==> src/rtl/stopwatch.sv <==
// Minutes:seconds stopwatch (00:00..99:59) with start/stop/clear controls.
// A prescaler turns TICKS_PER_SEC running clocks into one counted second.
module stopwatch #(
  parameter int unsigned TICKS_PER_SEC = 1
) (
  input  logic       clk,
  input  logic       rst_n,
  input  logic       start,
  input  logic       stop,
  input  logic       reset,
  output logic [7:0] minutes,
  output logic [5:0] seconds,
  output logic [1:0] status
);

  localparam int unsigned PW = (TICKS_PER_SEC > 1) ? $clog2(TICKS_PER_SEC) : 1;
  localparam logic [PW-1:0] PRESC_LAST = PW'(TICKS_PER_SEC - 1);

  typedef enum logic [1:0] {
    IDLE    = 2'b00,
    RUNNING = 2'b01,
    PAUSED  = 2'b10
  } state_t;

  state_t        state_r;
  logic [PW-1:0] presc_r;
  logic [7:0]    min_r;
  logic [5:0]    sec_r;
  logic          tick_s;

  // A tick occurs only on an uninterrupted running edge where the prescaler wraps.
  always_comb begin
    tick_s = 1'b0;
    if ((state_r == RUNNING) && !stop && !reset && (presc_r == PRESC_LAST)) begin
      tick_s = 1'b1;
    end else begin
      tick_s = 1'b0;
    end
  end

  // Control FSM, prescaler and time registers; priority rst_n > reset > stop > start.
  always_ff @(posedge clk) begin
    if (!rst_n || reset) begin
      state_r <= IDLE;
      presc_r <= '0;
      min_r   <= 8'd0;
      sec_r   <= 6'd0;
    end else begin
      case (state_r)
        IDLE: begin
          if (!stop && start) begin
            state_r <= RUNNING;
          end else begin
            state_r <= IDLE;
          end
        end
        RUNNING: begin
          if (stop) begin
            state_r <= PAUSED;
          end else begin
            presc_r <= tick_s ? '0 : presc_r + PW'(1);
            if (tick_s) begin
              if (sec_r == 6'd59) begin
                sec_r <= 6'd0;
                min_r <= (min_r == 8'd99) ? 8'd0 : min_r + 8'd1;
              end else begin
                sec_r <= sec_r + 6'd1;
              end
            end
          end
        end
        PAUSED: begin
          if (!stop && start) begin
            state_r <= RUNNING;
          end else begin
            state_r <= PAUSED;
          end
        end
        default: begin
          state_r <= IDLE;
          presc_r <= '0;
          min_r   <= 8'd0;
          sec_r   <= 6'd0;
        end
      endcase
    end
  end

  assign minutes = min_r;
  assign seconds = sec_r;
  assign status  = state_r;

endmodule

==> config.mk <==
export PLATFORM = sky130hd
export DESIGN_NAME = stopwatch
export DESIGN_NICKNAME = d
export VERILOG_FILES = /design/src/rtl/stopwatch.sv
export SDC_FILE = /design/constraint.sdc
export NUM_CORES = 1
export LEC_CHECK = 0
export BUFFER_PORTS_ARGS = -buffer_cell sky130_fd_sc_hd__buf_2
export CAP_MARGIN = 20
export CORE_AREA = 3 3 48 50
export CTS_CLUSTER_DIAMETER = 80
export DETAILED_ROUTE_END_ITERATION = 6
export DIE_AREA = 0 0 51 53
export GPL_TIMING_DRIVEN = 0
export PLACE_DENSITY = 0.71
export SLEW_MARGIN = 15
export SYNTH_ARGS = -nofsm -noshare
export SYNTH_HDL_FRONTEND = slang
export SYNTH_SLANG_ARGS = --single-unit
==> constraint.sdc <==
create_clock -name clk -period 1.9 [get_ports clk]
set_input_delay 0.095 -clock clk [delete_from_list [all_inputs] [get_ports clk]]
set_output_delay 0.095 -clock clk [all_outputs]
set_load 0.01 [all_outputs]
==> results.txt <==
Number of synthesized flops with an enable pin - 0
HPWL after DPL - 1.48 mm
Filler Cells Inserted - 198
CTS tree - yes
Routed vias/inst - 5.56
Initial DRC Count - 19
WP data required - 2.13 ns
Unrepaired setup endpoints after global routing - false
Row count - 16
Num CTS Buffers - 3
Worst-path clk slew - 0.10 ns
Min-delay worst type - in2reg
Leak Pwr - 0.437 nW
Final setup viols - 0
Clock sink count - 17
Synthesized area - 926 µm²
Synthesis Warnings - 0
Die X - 51 µm
1st-pass router iterations - 4
WHS - 0.0365 ns
Worst Tran Pin Value - 0.599 ns
Die height - 53 µm
Setup Fix Bufs, Post-CTS - 0
WL final - 2.00 mm
Vias in the first global route - 718
Critical path type - reg2reg
Synth top cells by count - dfxtp_1 (17), nor2_1 (8), a21oi_1 (6)
Grt ovf - 0
Top_reg_cell synth - dfxtp_1
Most instantiated library cell after synthesis - dfxtp_1
Area of the multi-input gates - 548 µm²
Status - finished, final reports clean
Asr flop ratio synth - 0%
Initial antenna violation count - 0
Core ar. - 0.00194 mm²
Global-route wire length before repair - 3.19 mm
H-Tree Depth - 1
Worst-path maximum fanout - 8
Switching Share - 23.8%
Pwr Total - 586 µW
I/O pin count - 21
P&R area growth vs syn - 17.4%
Pins over their slew limit - 0
Final ANT Viol Nets - 0
CTS-repair resized insts - 0
Largest net degree at the start of global routing - 11
Via count - 850
Die Area - 0.00270 mm²
Leading area contributor after synthesis - dfxtp_1
Layout cells sized above 1 - 25.4%
Share of power burned in registers - 61.1%
Max Clock Freq - 0.581 GHz
Fin crit share - 90.6%
Synth Register Bits - 17
Avg Cell Area, Syn - 9.08 µm²
GRT Overall Usage - 15.5%
Switching pwr - 140 µW
Clk_lat worst skew - 0.29 ns
Synth area leaders - dfxtp_1 (37%), xnor2_1 (3.8%), a21oi_1 (3.2%), nor2_1 (3.2%), o2111ai_1 (2.8%)
Comb power frac - 5.8%
Post-Route Skew - 0.00861 ns
N_diodes - 0
Critical path launch point type - register
PortBufs - 20
Max-cap viol count - 0
Wire length per cell - 13.1 µm
Unique masters post-synth - 39
Top cell type's share of synthesized area - 36.8%
Mapped Cells - 102
NumNets Final - 134
Seq/Total Area, Yosys - 36.8%
Crit. End Element - register
Storage cell area - 340 µm²
Setup TNS - 0 ns
Pwr/cell area - 539 mW/mm²
VDD IR-drop max - 0.401 mV
Syn Nets - 109
Gp weighted congestion - 0.820
Hold Fails Final Rpt - 0
Hold_buf cts - 0
Clock Root Buffer - clkbuf_4
Clock Path Buffers - 2
Fin crit period - 1.72 ns
DRC - 0
Max-slew headroom - 59.8%
Critical Path AT - 1.95 ns
Internal - 447 µW
Clock power frac - 33.1%
Initial Util - 47.7%
[layout by cell type (no fill, tap or decap), drive strengths merged]
cell type	synthesis	routed
nor2	8	8
buf	1	21
and2b	1	1
clkinv	0	1
or4b	1	1
nand3	5	5
o2111ai	3	3
inv	5	5
and4b	1	1
o31ai	2	2
xnor2	4	4
o21ai	7	7
nor4	1	1
nand4	3	3
a211oi	1	1
nor3	2	2
a21oi	7	7
a211o	1	1
nand2b	3	3
clkbuf	2	5
dfxtp	17	17
o21a	2	2
nor2b	2	2
o211ai	1	1
nand4b	2	2
o22ai	2	2
a31oi	2	2
and2	4	4
nand2	2	2
and3	3	3
ha	2	2
o211a	1	1
xor2	3	3
and4bb	1	1
[final cells by class]
| cell class | count | area share [%] |
|---|---|---|
| buffer | 3 | 1.73 |
| clock buffer | 3 | 2.07 |
| clock inverter | 1 | 0.460 |
| inverter | 5 | 1.73 |
| multi-input combinational | 77 | 50.4 |
| sequential | 17 | 31.3 |
| tap | 27 | 3.11 |
| timing repair buffer | 20 | 9.21 |
[kinds of logic (layout without fill, tap and decap cells)]
group,count (synthesis),after routing,synth area share [%]
compound gates,29,29,22.4
xor+xnor,7,7,6.62
fa+ha+maj,2,2,2.70
buf+inv,8,32,4.05
flops,17,17,36.8
simple gates,39,39,27.4
[critical path: stages (launching register included)]
cell	delay, ns
dfxtp_1	0.36
ha_1	0.24
nor2b_1	0.18
a31oi_4	0.28
or4b_1	0.46
a21oi_1	0.14
[sequential cells by signal (all words and copies together), names as in the netlist]
| register | flops |
|---|---|
| presc_r | 1 |
| status | 2 |
| seconds | 6 |
| minutes | 8 |
[worst paths after layout]
kind | startpoint | to | slack [ns] | cells after the start
worst max-delay path | minutes[0] | minutes[0] | 0.18 | 5
worst min register to register | seconds[1] | seconds[1] | 0.50 | 2
worst max register to register | minutes[0] | minutes[0] | 0.18 | 5
worst min-delay path | stop | status[0] | 0.04 | 2
[per-stage QoR]
stage          utilization, %  std cells  instance area (µm²)  setup slack (ns)
2_1_floorplan               -        102                  926             0.306
4_1_cts                  56.0        153                 1090             0.200
6_report                 56.0        153                 1090             0.179
3_3_place_gp             54.6        149                 1060             0.250
3_5_place_dp             54.6        149                 1060             0.232
5_1_grt                  56.0        153                 1090            0.0503
[power by group through the flow]
stage                     clock network, mW  registers (mW)  logic, mW
after floorplan                           0           0.367     0.0198
after global placement                    0           0.366     0.0332
after detailed placement                  0           0.366     0.0341
after CTS                             0.202           0.358     0.0339
after global routing                  0.216           0.359     0.0372
final                                 0.194           0.358     0.0339
[layer usage]
| metal | up-vias | track usage, % | wire length [µm] | share of wire, % |
|---|---|---|---|---|
| met5 | - | 0 | 0 | 0 |
| met4 | 0 | 7.17 | 21 | 1.0 |
| met3 | 4 | 2.54 | 137 | 6.8 |
| met2 | 31 | 23.2 | 934 | 47 |
| met1 | 390 | 21.5 | 907 | 45 |
| li1 | 425 | - | - | - |
(Power assumes the default switching activity.)
